$ cat src/rtl/l2_arbiter_pkg.sv
// Shared definitions for the two-port L2 bus arbiter: FSM encoding, bus width
// defaults and port indices used by the round-robin last-grant register.
package l2_arbiter_pkg;

  localparam int ADDR_W_DEF = 24;
  localparam int DATA_W_DEF = 32;

  localparam logic PORT_A = 1'b0;
  localparam logic PORT_B = 1'b1;

  typedef enum logic [1:0] {
    ST_IDLE    = 2'd0,
    ST_GRANT_A = 2'd1,
    ST_GRANT_B = 2'd2,
    ST_RELEASE = 2'd3
  } state_e;

endpackage

$ cat src/rtl/l2_arb_port.sv
// Per-port front end: start edge detect, pending flag, abort tracking,
// registered read data and the one-cycle completion pulse.
module l2_arb_port #(
  parameter int DATA_W = 32
) (
  input  logic              clk_i,
  input  logic              rst_ni,
  input  logic              start_i,
  input  logic              grant_i,
  input  logic              active_i,
  input  logic              complete_i,
  input  logic              rd_i,
  input  logic [DATA_W-1:0] l2_q_i,
  output logic              req_o,
  output logic [DATA_W-1:0] q_o,
  output logic              done_o
);

  logic              start_q, start_d;
  logic              pending_q, pending_d;
  logic              aborted_q, aborted_d;
  logic              done_q, done_d;
  logic [DATA_W-1:0] q_q, q_d;
  logic              rise;
  logic              deliver;

  assign rise    = start_i & ~start_q;
  // A pending request only stays eligible while the requester still holds start.
  assign req_o   = start_i & (rise | pending_q);
  assign deliver = complete_i & ~aborted_q & start_i;

  always_comb begin
    start_d   = start_i;
    pending_d = pending_q;
    aborted_d = aborted_q;
    if (grant_i || !start_i) begin
      pending_d = 1'b0;
    end else if (rise) begin
      pending_d = 1'b1;
    end
    if (grant_i) begin
      aborted_d = 1'b0;
    end else if (active_i && !start_i) begin
      aborted_d = 1'b1;
    end
    done_d = deliver;
    q_d    = (deliver && rd_i) ? l2_q_i : q_q;
  end

  always_ff @(posedge clk_i or negedge rst_ni) begin
    if (!rst_ni) begin
      start_q   <= 1'b0;
      pending_q <= 1'b0;
      aborted_q <= 1'b0;
      done_q    <= 1'b0;
      q_q       <= '0;
    end else begin
      start_q   <= start_d;
      pending_q <= pending_d;
      aborted_q <= aborted_d;
      done_q    <= done_d;
      q_q       <= q_d;
    end
  end

  assign q_o    = q_q;
  assign done_o = done_q;

endmodule

$ cat src/rtl/l2_arbiter.sv
// Round-robin arbiter sharing one L2 cache bus between instruction fetch (A)
// and data access (B); all l2_* outputs are registered.
module l2_arbiter
  import l2_arbiter_pkg::*;
#(
  parameter int ADDR_W = ADDR_W_DEF,
  parameter int DATA_W = DATA_W_DEF
) (
  input  logic              clk_i,
  input  logic              rst_ni,
  input  logic [ADDR_W-1:0] a_addr_i,
  input  logic [DATA_W-1:0] a_data_i,
  input  logic              a_we_i,
  input  logic              a_start_i,
  output logic [DATA_W-1:0] a_q_o,
  output logic              a_done_o,
  input  logic [ADDR_W-1:0] b_addr_i,
  input  logic [DATA_W-1:0] b_data_i,
  input  logic              b_we_i,
  input  logic              b_start_i,
  output logic [DATA_W-1:0] b_q_o,
  output logic              b_done_o,
  output logic [ADDR_W-1:0] l2_addr_o,
  output logic [DATA_W-1:0] l2_data_o,
  output logic              l2_we_o,
  output logic              l2_start_o,
  input  logic [DATA_W-1:0] l2_q_i,
  input  logic              l2_done_i
);

  state_e            state_q;
  logic              last_q;
  logic              l2_start_q, l2_we_q;
  logic [ADDR_W-1:0] l2_addr_q;
  logic [DATA_W-1:0] l2_data_q;
  logic              req_a, req_b, arb_en, sel_a, sel_b;
  logic              act_a, act_b, cpl_a, cpl_b;

  // RELEASE arbitrates like IDLE, so back-to-back grants see exactly one low cycle on l2_start.
  assign arb_en = (state_q == ST_IDLE) || (state_q == ST_RELEASE);
  assign sel_a  = arb_en && req_a && (!req_b || last_q == PORT_B);
  assign sel_b  = arb_en && req_b && !sel_a;
  assign act_a  = (state_q == ST_GRANT_A);
  assign act_b  = (state_q == ST_GRANT_B);
  assign cpl_a  = act_a && l2_done_i;
  assign cpl_b  = act_b && l2_done_i;

  always_ff @(posedge clk_i or negedge rst_ni) begin
    if (!rst_ni) begin
      state_q    <= ST_IDLE;
      last_q     <= PORT_B;
      l2_start_q <= 1'b0;
      l2_we_q    <= 1'b0;
      l2_addr_q  <= '0;
      l2_data_q  <= '0;
    end else begin
      case (state_q)
        ST_IDLE, ST_RELEASE: begin
          if (sel_a) begin
            l2_addr_q  <= a_addr_i;
            l2_data_q  <= a_data_i;
            l2_we_q    <= a_we_i;
            l2_start_q <= 1'b1;
            state_q    <= ST_GRANT_A;
          end else if (sel_b) begin
            l2_addr_q  <= b_addr_i;
            l2_data_q  <= b_data_i;
            l2_we_q    <= b_we_i;
            l2_start_q <= 1'b1;
            state_q    <= ST_GRANT_B;
          end else begin
            state_q    <= ST_IDLE;
          end
        end
        ST_GRANT_A: begin
          if (l2_done_i) begin
            l2_start_q <= 1'b0;
            last_q     <= PORT_A;
            state_q    <= ST_RELEASE;
          end
        end
        ST_GRANT_B: begin
          if (l2_done_i) begin
            l2_start_q <= 1'b0;
            last_q     <= PORT_B;
            state_q    <= ST_RELEASE;
          end
        end
        default: state_q <= ST_IDLE;
      endcase
    end
  end

  l2_arb_port #(.DATA_W(DATA_W)) u_port_a (
    .clk_i      (clk_i),
    .rst_ni     (rst_ni),
    .start_i    (a_start_i),
    .grant_i    (sel_a),
    .active_i   (act_a),
    .complete_i (cpl_a),
    .rd_i       (!l2_we_q),
    .l2_q_i     (l2_q_i),
    .req_o      (req_a),
    .q_o        (a_q_o),
    .done_o     (a_done_o)
  );

  l2_arb_port #(.DATA_W(DATA_W)) u_port_b (
    .clk_i      (clk_i),
    .rst_ni     (rst_ni),
    .start_i    (b_start_i),
    .grant_i    (sel_b),
    .active_i   (act_b),
    .complete_i (cpl_b),
    .rd_i       (!l2_we_q),
    .l2_q_i     (l2_q_i),
    .req_o      (req_b),
    .q_o        (b_q_o),
    .done_o     (b_done_o)
  );

  assign l2_addr_o  = l2_addr_q;
  assign l2_data_o  = l2_data_q;
  assign l2_we_o    = l2_we_q;
  assign l2_start_o = l2_start_q;

endmodule

$ cat config.mk
export PLATFORM = sky130hd
export DESIGN_NAME = l2_arbiter
export DESIGN_NICKNAME = d
export VERILOG_FILES = /design/src/rtl/l2_arbiter_pkg.sv /design/src/rtl/l2_arb_port.sv /design/src/rtl/l2_arbiter.sv
export SDC_FILE = /design/constraint.sdc
export NUM_CORES = 1
export LEC_CHECK = 0
export ABC_AREA = 1
export BUFFER_PORTS_ARGS = -buffer_cell sky130_fd_sc_hd__buf_2
export CAP_MARGIN = 20
export CORE_AREA = 2 2 116 118
export CTS_BUF_LIST = sky130_fd_sc_hd__clkbuf_4
export DETAILED_ROUTE_END_ITERATION = 10
export DIE_AREA = 0 0 118 120
export GPL_TIMING_DRIVEN = 1
export HOLD_SLACK_MARGIN = 0.12
export PLACE_DENSITY = 0.84
export SLEW_MARGIN = 20
export SYNTH_ARGS = -nofsm -noshare
export SYNTH_HDL_FRONTEND = slang
export SYNTH_HIERARCHICAL = 1
export SYNTH_SLANG_ARGS = --single-unit
$ cat constraint.sdc
create_clock -name clk_i -period 2.1 [get_ports clk_i]
set_clock_uncertainty 0.1 [all_clocks]
set_input_delay 0.105 -clock clk_i [delete_from_list [all_inputs] [get_ports clk_i]]
set_output_delay 0.105 -clock clk_i [all_outputs]
set_load 0.02 [all_outputs]
==> flow_metrics.tcl, run 1 <==
set metrics [dict create \
    status "finished clean" \
    grt_start_max_net_pins 60 \
    rows 42 \
    drc 0 \
    ys_ff_latch 133 \
    start_util 0.477 \
    worstHoldStart "a_start_i" \
    dp_hpwl_um 11800 \
    hold_viol_final 0 \
    reg2reg_depth 9 \
    synth_warnings 6 \
    cts.sinks 133 \
    worst_setup_path_end_kind "flop" \
    min_to "u_port_a/start_q" \
    ant_nets 0 \
    cts_max_path_buffers 2 \
    drt-initial-drc-count 978 \
    area_growth_pct 55.1 \
    postCtsSetupRepairBufs 0 \
    crit_top_cell "nand2_1" \
    synthCells 821 \
    powerDensity_nw_per_um2 1390 \
    mostFrequentLayoutCells "nand2_1 (371), buf_2 (273), dlygate4sd3_1 (151), dfrtp_1 (132), inv_1 (128)" \
    hold_path.class "primary input to flop" \
    regToRegSetupSlack_ns 0.16 \
    clkLatencyLatePin_ns 0.52 \
    synth_nets 974 \
    slowest_delay_ns 0.39 \
    fin_area_um2 9610 \
    grt_use_total 0.333 \
    drive_above_1_share 0.263 \
    worstPathArrival_ns 2.26 \
    crit_chain "inv_1 -> ha_1 -> nand2_1 -> inv_2 -> nand2_2 -> buf_12 -> o21ai_0 -> nand2_1 -> nand2_1" \
    port_buffers 274 \
    setup_viol 0 \
    pre_cts_ws_ns 0.290 \
    nNetsFinal 1390 \
    grt_overflow 0 \
    synth.distinct_cells 21 \
    die_area_um2 14200 \
    post_drt_wl_per_cell_um 16.7 \
    vdd_drop_max_uv 778 \
    grt_pass1_wl_um 37100 \
    drv_slew 0 \
    setup_tns_ns 0 \
    via_per_inst 5.20 \
    vias 7434 \
    cts_tree "built" \
    fin_crit_ns 1.94 \
    grt_pass1_vias 7446 \
    finalCritPeriodShare 0.925 \
    rsz0062_at_grt "no" \
    synth_area_um2 6200 \
    totalWireLength_um 23800 \
    cp_slowest_cell "dfrtp_1" \
    startpoint_type "flop" \
    r2r-end "l2_data_o[5]" \
    avgSynthCellArea_um2 7.55 \
    required_ns 2.42 \
    worst_slew_pin_slew_ns 0.537 \
    post_dp_cell_area_um2 7750 \
    htreeDepth 4 \
    hold_depth 2 \
    die_w_um 118 \
    ys_seq_area_frac 0.537 \
    rr_startpoint "state_q[0]" \
    num-fill-cells 805 \
    die_height_um 120 \
    gp_congestion 0.827 \
    dr.pass1.iters 5 \
    grt_antenna_before_repair 3 \
    crit_type "flop to flop" \
    clockRootBuffer "clkbuf_4" \
    worst_slack_ns 0.157 \
    slew_headroom 0.642 \
    fmax_ghz 0.515 \
    final_common_cell "nand2_1" \
    critPathMaxFanout 51 \
    cts.clk_slew.worst_paths_ns 0.11 \
    ioPinCount 275 \
    p_leak_nw 5.66 \
    core_area_um2 13000 \
    setup.worst_path.start "state_q[0]" \
    drv_cap 0 \
    numCtsBuffers 17 \
]
-- state kept, by name, indices dropped and copies added (netlist names) --
register	count
u_port_b/aborted_q	1
l2_data_o	32
u_port_b/pending_q	1
l2_we_o	1
last_q	1
u_port_a/aborted_q	1
u_port_b/start_q	1
state_q	2
l2_addr_o	24
u_port_b/q_o	32
u_port_b/done_o	1
u_port_a/pending_q	1
l2_start_o	1
u_port_a/start_q	1
u_port_a/done_o	1
u_port_a/q_o	32
-- per-stage QoR --
step,instances,power (W),util,hold WS [ns]
after CTS,1426,0.0129,0.739,0.146
final,1429,0.0134,0.740,0.191
after floorplan,821,0.00850,-,-0.291
after global placement,1243,0.0105,0.597,-0.00108
after global routing,1429,0.0142,0.740,0.146
after detailed placement,1243,0.0107,0.597,0.00246
-- worst max path at each step --
stage / end / slack (ns) / cells after the start
5_1_grt: l2_addr_o[3] / 0.02 / 9
3_3_place_gp: l2_addr_o[17] / 0.35 / 7
6_report: l2_data_o[5] / 0.16 / 9
2_1_floorplan: l2_data_o[10] / 0.47 / 9
3_5_place_dp: l2_data_o[29] / 0.29 / 7
4_1_cts: l2_data_o[29] / 0.28 / 7
-- critical path: cells and delay by family, from the launching register on --
| family | cells | cell delay (ns) |
|---|---|---|
| flops | 1 | 0.39 |
| simple gates | 4 | 0.43 |
| buf+inv | 3 | 0.35 |
| compound gates | 1 | 0.20 |
| fa+ha+maj | 1 | 0.35 |
-- cells by family after synthesis --
kind of cell               share of synthesized area
AOI/OAI and AO/OA                             0.0523
and+or+nand+nor                                0.288
buffers and inverters                          0.119
DFF                                            0.537
adders and majority gates                    0.00404
-- report_power, final --
group          internal, W  total, W  switching (W)
Clock              0.00105   0.00202       0.000965
Sequential         0.00383   0.00457       0.000745
Combinational      0.00218   0.00681        0.00463
Total              0.00706    0.0134        0.00634
-- cell type report --
type	instances	area (um^2)	area share
clock inverter	15	210	0.0219
timing repair buffer	441	3080	0.320
multi-input combinational	512	2140	0.223
sequential	133	3330	0.346
clock buffer	17	128	0.0133
antenna	3	7.51	0.000781
tap	176	220	0.0229
inverter	132	495	0.0516
-- timing repair --
action,CTS,global route
gates resized for setup,0,1
endpoints found under the hold margin,266,0
setup endpoints to repair,0,1
hold buffers,151,0
-- synthesized netlist by cell type --
cell type	number	area, um^2
a21oi_1	4	20.0
buf_6	3	33.8
nand3_1	64	320
inv_2	3	11.3
nand2_1	371	1390
nor2_2	1	6.26
o21ai_1	8	40.0
o21ai_0	51	255
clkbuf_1	15	56.3
dfrtp_1	132	3300
inv_1	129	484
ha_1	2	25.0
buf_2	18	90.1
nor2_4	2	22.5
or2_2	1	6.26
dfstp_2	1	26.3
nor2_1	4	15.0
buf_4	8	60.1
a21oi_2	1	8.76
nand2_2	1	6.26
nand4_1	2	12.5
-- layer usage --
layer / up-vias / share of wire / GRT usage
li1: 3283 / - / -
met1: 3397 / 0.36 / 0.384
met4: 0 / 0.057 / 0.201
met2: 620 / 0.48 / 0.548
met5: - / 0 / 0
met3: 134 / 0.11 / 0.101
(Power assumes the default switching activity.)
==> inputs of run 2 (changes only) <==
- ABC_AREA: 1 -> not set
- clock period: 2.1 -> 2.15 ns (I/O delays scaled with it)
==> run 2 against run 1 <==
Final cell count shrank 22%. Wire length shrank 18%. Critical path type unchanged. Die area is the same. Combinational power shrank 7.6%. Synthesized area shrank 0.34%. Register-to-register slack gained 0.09 ns. Critical endpoint is now l2_addr_o[18]. Flip-flop and latch count is the same. Power shrank 6.9%. Highest routed layer unchanged. Synthesized cell count shrank 38%. Clock power shrank 12%. Critical path depth shrank 3. Utilization shrank 0.43 points.
==> flow_metrics.tcl, run 2 <==
set metrics [dict create \
    status "finished clean" \
    worst_slew_pin_slew_ns 0.619 \
    async_flop_share 1.00 \
    ys_ff_latch 133 \
    die_height_um 120 \
    core_area_um2 13000 \
    drt-initial-drc-count 439 \
    synthTopCellsByArea "dfrtp_1 (53%), mux2_4 (15%), or3b_1 (8.1%), a31oi_1 (5.6%), nor2_1 (3.5%)" \
    worst_slack_ns 0.250 \
    synth_area_um2 6170 \
    startpoint_type "flop" \
    hold_viol_final 0 \
    post_drt_wl_per_cell_um 17.6 \
    grt_antenna_before_repair 0 \
    min_to "u_port_b/q_o[21]" \
    worstPathArrival_ns 2.24 \
    place_inst 931 \
    dp_hpwl_um 11100 \
    setup_tns_ns 0 \
    synth_warnings 6 \
    cts_tree "built" \
    vdd_drop_max_uv 583 \
    drive_above_1_share 0.420 \
    ant_nets 0 \
    gp_congestion 0.778 \
    synth_nets 662 \
    rr_startpoint "state_q[0]" \
    synth.distinct_cells 28 \
    start_util 0.476 \
    die_area_um2 14200 \
    pre_cts_ws_ns 0.275 \
    drv_slew 0 \
    p_leak_nw 4.79 \
    synthFlopType "dfrtp_1" \
    mostFrequentLayoutCells "buf_2 (273), dlygate4sd3_1 (151), dfrtp_1 (132), mux2_4 (60), nor2_1 (58)" \
    drv_cap 0 \
    grt_pass1_wl_um 31800 \
    synth_most_common_cell "dfrtp_1" \
    r2r-end "l2_addr_o[18]" \
    fin_crit_ns 1.90 \
    fin_area_um2 9550 \
    grt_use_total 0.285 \
    hold_path.class "primary input to flop" \
    htreeDepth 4 \
    area_growth_pct 54.7 \
    totalWireLength_um 19700 \
    synthCells 509 \
    port_buffers 274 \
    reg2reg_depth 6 \
    postCtsSetupRepairBufs 0 \
    required_ns 2.49 \
    drc 0 \
    clkLatencyLatePin_ns 0.51 \
    synth_top_area_share 0.535 \
    hold_depth 3 \
    final_cells 1115 \
    grt_pass1_vias 6065 \
    clockRootBuffer "clkbuf_4" \
    regToRegSetupSlack_ns 0.25 \
    cts.sinks 133 \
    critPathMaxFanout 90 \
    cts.clk_slew.worst_paths_ns 0.13 \
    numCtsBuffers 17 \
    synth_edf_count 0 \
    worst_setup_path_end_kind "flop" \
    avgSynthCellArea_um2 12.1 \
    rsz0062_at_grt "no" \
    powerDensity_nw_per_um2 1310 \
    fmax_ghz 0.526 \
    ys_top_cells_by_count "dfrtp_1 (132), mux2_4 (60), nor2_1 (58)" \
    cts_resized 0 \
    rows 42 \
    finalCritPeriodShare 0.884 \
    die_w_um 118 \
    crit_type "flop to flop" \
    vias 5750 \
    setup_viol 0 \
    ioPinCount 275 \
    grt_start_max_net_pins 91 \
    yosys.area.top_type "dfrtp_1" \
    final_common_cell "buf_2" \
    via_per_inst 5.16 \
    finalPower_w 0.0125 \
    slew_headroom 0.588 \
    dr.pass1.iters 5 \
    ys_seq_area_frac 0.539 \
    grt_overflow 0 \
    worstHoldStart "l2_q_i[21]" \
    nNetsFinal 1078 \
    post_dp_cell_area_um2 7730 \
    cts_max_path_buffers 2 \
]
==> run 2: cell types whose count changed after synthesis, moves of 54 or more <==
cell     before  now
nand3_1      64    0
mux2_4        0   60
nand2_1     371    1
inv_1       129   11
nor2_1        4   58
or3b_1        0   57
a31oi_1       0   55
==> run 2: per-layer routing <==
metal  global-route usage  share of wire
met1                0.331           0.39
met2                0.488           0.50
met3               0.0789          0.075
met4                0.135          0.035
met5                    0              0
==> run 2: cells by family (layout without fill, tap and decap cells) <==
| group | after synthesis | in the layout | share of synthesized area |
|---|---|---|---|
| buffers and inverters | 55 | 484 | 0.0505 |
| DFF | 133 | 133 | 0.539 |
| AOI/OAI and AO/OA | 126 | 126 | 0.118 |
| adders and majority gates | 2 | 2 | 0.00405 |
| muxes | 64 | 64 | 0.153 |
| and+or+nand+nor | 129 | 129 | 0.135 |
| other | 0 | 1 | 0 |
==> run 2: worst max-delay path by stage <==
stage | start | end
final | state_q[0] | l2_addr_o[18]
after global routing | u_port_b/pending_q | l2_data_o[31]
after CTS | state_q[0] | u_port_b/q_o[6]
after detailed placement | state_q[0] | u_port_b/q_o[23]
after global placement | state_q[0] | u_port_b/q_o[12]
after floorplan | state_q[0] | u_port_b/pending_q
==> run 2: layout make-up <==
| cell class | count | area [um^2] |
|---|---|---|
| diodes | 1 | 2.50 |
| clock buffers | 17 | 128 |
| clock inverters | 15 | 181 |
| fillers | 827 | 3430 |
| inverters | 11 | 41.3 |
| multi-input cells | 321 | 2550 |
| flip-flops and latches | 133 | 3330 |
| well taps | 176 | 220 |
| repair buffers | 441 | 3100 |
==> run 2: repair_timing <==
| action | 4_1_cts | 5_1_grt |
|---|---|---|
| endpoints found under the hold margin | 266 | 0 |
| hold buffers | 151 | 0 |
| setup endpoints to repair | 0 | 0 |
==> run 2: power by group <==
group          internal (W)  switching [W]  leakage (nW)  total, W
Sequential          0.00368       0.000723          1.61   0.00441
Clock              0.000814       0.000970         0.156   0.00178
Combinational       0.00265        0.00364          3.03   0.00629
==> run 2: worst max-delay path, stage by stage, from the launching register on <==
cell,delay (ns)
dfrtp_1,0.39
inv_1,0.05
ha_1,0.33
nand2_4,0.07
buf_12,0.20
or3b_1,0.41
a31oi_1,0.21
==> run 2: metrics by stage <==
stage	util	hold slack, ns
2_1_floorplan	-	-0.288
3_3_place_gp	0.596	0.0310
3_5_place_dp	0.596	0.0338
4_1_cts	0.736	0.179
5_1_grt	0.736	0.210
6_report	0.736	0.267
==> inputs of run 3 (changes only) <==
- ABC_AREA: not set -> 1
- BUFFER_PORTS_ARGS: -buffer_cell sky130_fd_sc_hd__buf_2 -> -buffer_cell sky130_fd_sc_hd__clkbuf_2
- CORE_AREA: 2 2 116 118 -> 2 2 122 124
- DIE_AREA: 0 0 118 120 -> 0 0 124 126
- PLACE_DENSITY: 0.84 -> 0.8
- clock period: 2.15 -> 1.6 ns (I/O delays scaled with it)
==> run 3 against run 2 <==
The flow now finishes with violations (setup timing). Register-to-register slack worse by 0.38 ns. Via count up 37%. Global-route usage up 2.2 points. Combinational power up 75%. Sequential share of layout area down 3.1 points. Count of clock-buffer cells in the layout unchanged. Largest cell class is now buffers. Highest routed layer unchanged.
==> flow_metrics.tcl, run 3 (synthesis results as in run 1) <==
set metrics [dict create \
    ant_nets 0 \
    grt_use_total 0.306 \
    hold_path.class "primary input to flop" \
    worst_slack_ns -0.127 \
    ioPinCount 275 \
    grt_overflow 0 \
    worstHoldStart "b_start_i" \
    cts_max_path_buffers 2 \
    grt_start_max_net_pins 47 \
    violations "setup timing" \
    grt_pass1_wl_um 37000 \
    rows 44 \
    critPathTopFamily "buffers and inverters" \
    critPathMaxFanout 5 \
    clkLatencyLatePin_ns 0.54 \
    drive_above_1_share 0.355 \
    numCtsBuffers 17 \
    setup_viol 87 \
    drc 0 \
    crit_type "flop to flop" \
    pre_cts_ws_ns -0.0953 \
    rr_startpoint "state_q[0]" \
    regToRegSetupSlack_ns -0.13 \
    core_area_um2 14300 \
    hold_viol_final 0 \
    start_util 0.433 \
    slowest_delay_ns 0.39 \
    totalWireLength_um 27900 \
    vdd_drop_max_uv 835 \
    cts_tree "built" \
    worstPathArrival_ns 2.08 \
    cts.clk_slew.worst_paths_ns 0.14 \
    powerDensity_nw_per_um2 1850 \
    port_buffers 274 \
    vias 7881 \
    finalPower_w 0.0194 \
    status "finished with violations" \
    p_leak_nw 6.06 \
    area_growth_pct 69.0 \
    fin_crit_ns 1.73 \
    grt_antenna_before_repair 2 \
    gp_congestion 0.820 \
    dp_hpwl_um 12600 \
    post_drt_wl_per_cell_um 19.0 \
    crit_chain "inv_2 -> ha_4 -> nand2_4 -> a21oi_4 -> buf_8 -> clkbuf_16 -> nand2_2 -> nand2_2 -> nand2_2" \
    worst_setup_path_end_kind "flop" \
    slew_headroom 0.725 \
    drv_cap 0 \
    final_common_cell "nand2_1" \
    startpoint_type "flop" \
    dr.pass1.iters 7 \
    crit_top_cell "nand2_2" \
    cp_slowest_cell "dfrtp_1" \
    required_ns 1.95 \
    postLayoutCoreUtil 0.732 \
    via_per_inst 5.37 \
    nNetsFinal 1422 \
    grt_pass1_vias 7650 \
    fmax_ghz 0.579 \
    setup.worst_path.start "state_q[0]" \
    rsz0062_at_grt "yes" \
    die_w_um 124 \
    drv_slew 0 \
    hold_slack_ns 0.206 \
    die_area_um2 15600 \
    drt-initial-drc-count 737 \
    cp.buffers_inverters 3 \
    die_height_um 126 \
    htreeDepth 4 \
    worst_slew_pin_slew_ns 0.409 \
    clockRootBuffer "clkbuf_4" \
    num-fill-cells 891 \
    cts.sinks 133 \
    finalCritPeriodShare 1.08 \
    mostFrequentLayoutCells "nand2_1 (284), clkbuf_2 (273), dlygate4sd3_1 (154), dfrtp_1 (132), inv_1 (124)" \
]
## run 3: cell count changes in the layout (fill, tap and decap cells not counted), moves of 15 or more
cell	change
buf_2	-273
mux2_4	-60
nor2_1	-54
inv_1	+113
nand3_1	+61
nand2_1	+283
o21ai_0	+15
clkbuf_2	+273
o21ai_1	-15
or3b_1	-57
nand2_2	+77
a31oi_1	-55
## run 3: final cells by class
| cell class | count | area, um^2 | share of cell area |
|---|---|---|---|
| Multi-Input combinational cell | 512 | 2450 | 0.234 |
| Antenna cell | 2 | 5.00 | 0.000478 |
| Timing Repair Buffer | 473 | 3680 | 0.351 |
| Clock buffer | 17 | 128 | 0.0122 |
| Inverter | 132 | 495 | 0.0473 |
| Sequential cell | 133 | 3330 | 0.318 |
| Tap cell | 184 | 230 | 0.0220 |
| Clock inverter | 15 | 161 | 0.0154 |
## run 3: what timing repair did
item                                   CTS  global route
gates cloned                             2            11
hold buffers                           152             2
gates resized for setup                 14           110
buffers inserted                         4             3
setup endpoints to repair               60            93
endpoints found under the hold margin  266            34
pin swaps                                1            26
## run 3: per-stage QoR
| stage | TNS (ns) | area [um^2] | std cells |
|---|---|---|---|
| after global routing | -8.98 | 10500 | 1468 |
| after global placement | -0.242 | 7940 | 1260 |
| after CTS | -0.427 | 9880 | 1450 |
| after floorplan | 0 | 6220 | 821 |
| final | -4.22 | 10500 | 1468 |
| after detailed placement | -2.44 | 7940 | 1260 |
## run 3: path summary, 6_finish.rpt
kind	to	cells past startpoint
hold / removal	u_port_b/start_q	2
max in group asynchronous	u_port_a/q_o[2]	4
hold reg to reg	u_port_b/q_o[12]	2
setup reg to reg	l2_addr_o[22]	9
setup / recovery	l2_addr_o[22]	9
min in group asynchronous	u_port_a/q_o[22]	3
## run 3: report_power, final
part | total [W] | internal [W] | switching [W]
clock network | 0.00237 | 0.00106 | 0.00131
registers | 0.00609 | 0.00503 | 0.00107
logic | 0.0110 | 0.00397 | 0.00698
## run 3: per-layer routing
metal | GRT usage | share of wire | vias up
li1 | - | - | 3359
met1 | 0.337 | 0.33 | 3604
met2 | 0.504 | 0.47 | 706
met3 | 0.0942 | 0.12 | 212
met4 | 0.201 | 0.079 | 0
met5 | 0.00987 | 0 | -
## run 3: worst register-to-register path: stages, from the launching register on
cell       delay (ns)
dfrtp_1          0.39
inv_2            0.05
ha_4             0.29
nand2_4          0.06
a21oi_4          0.17
buf_8            0.17
clkbuf_16        0.18
nand2_2          0.06
nand2_2          0.09
nand2_2          0.08
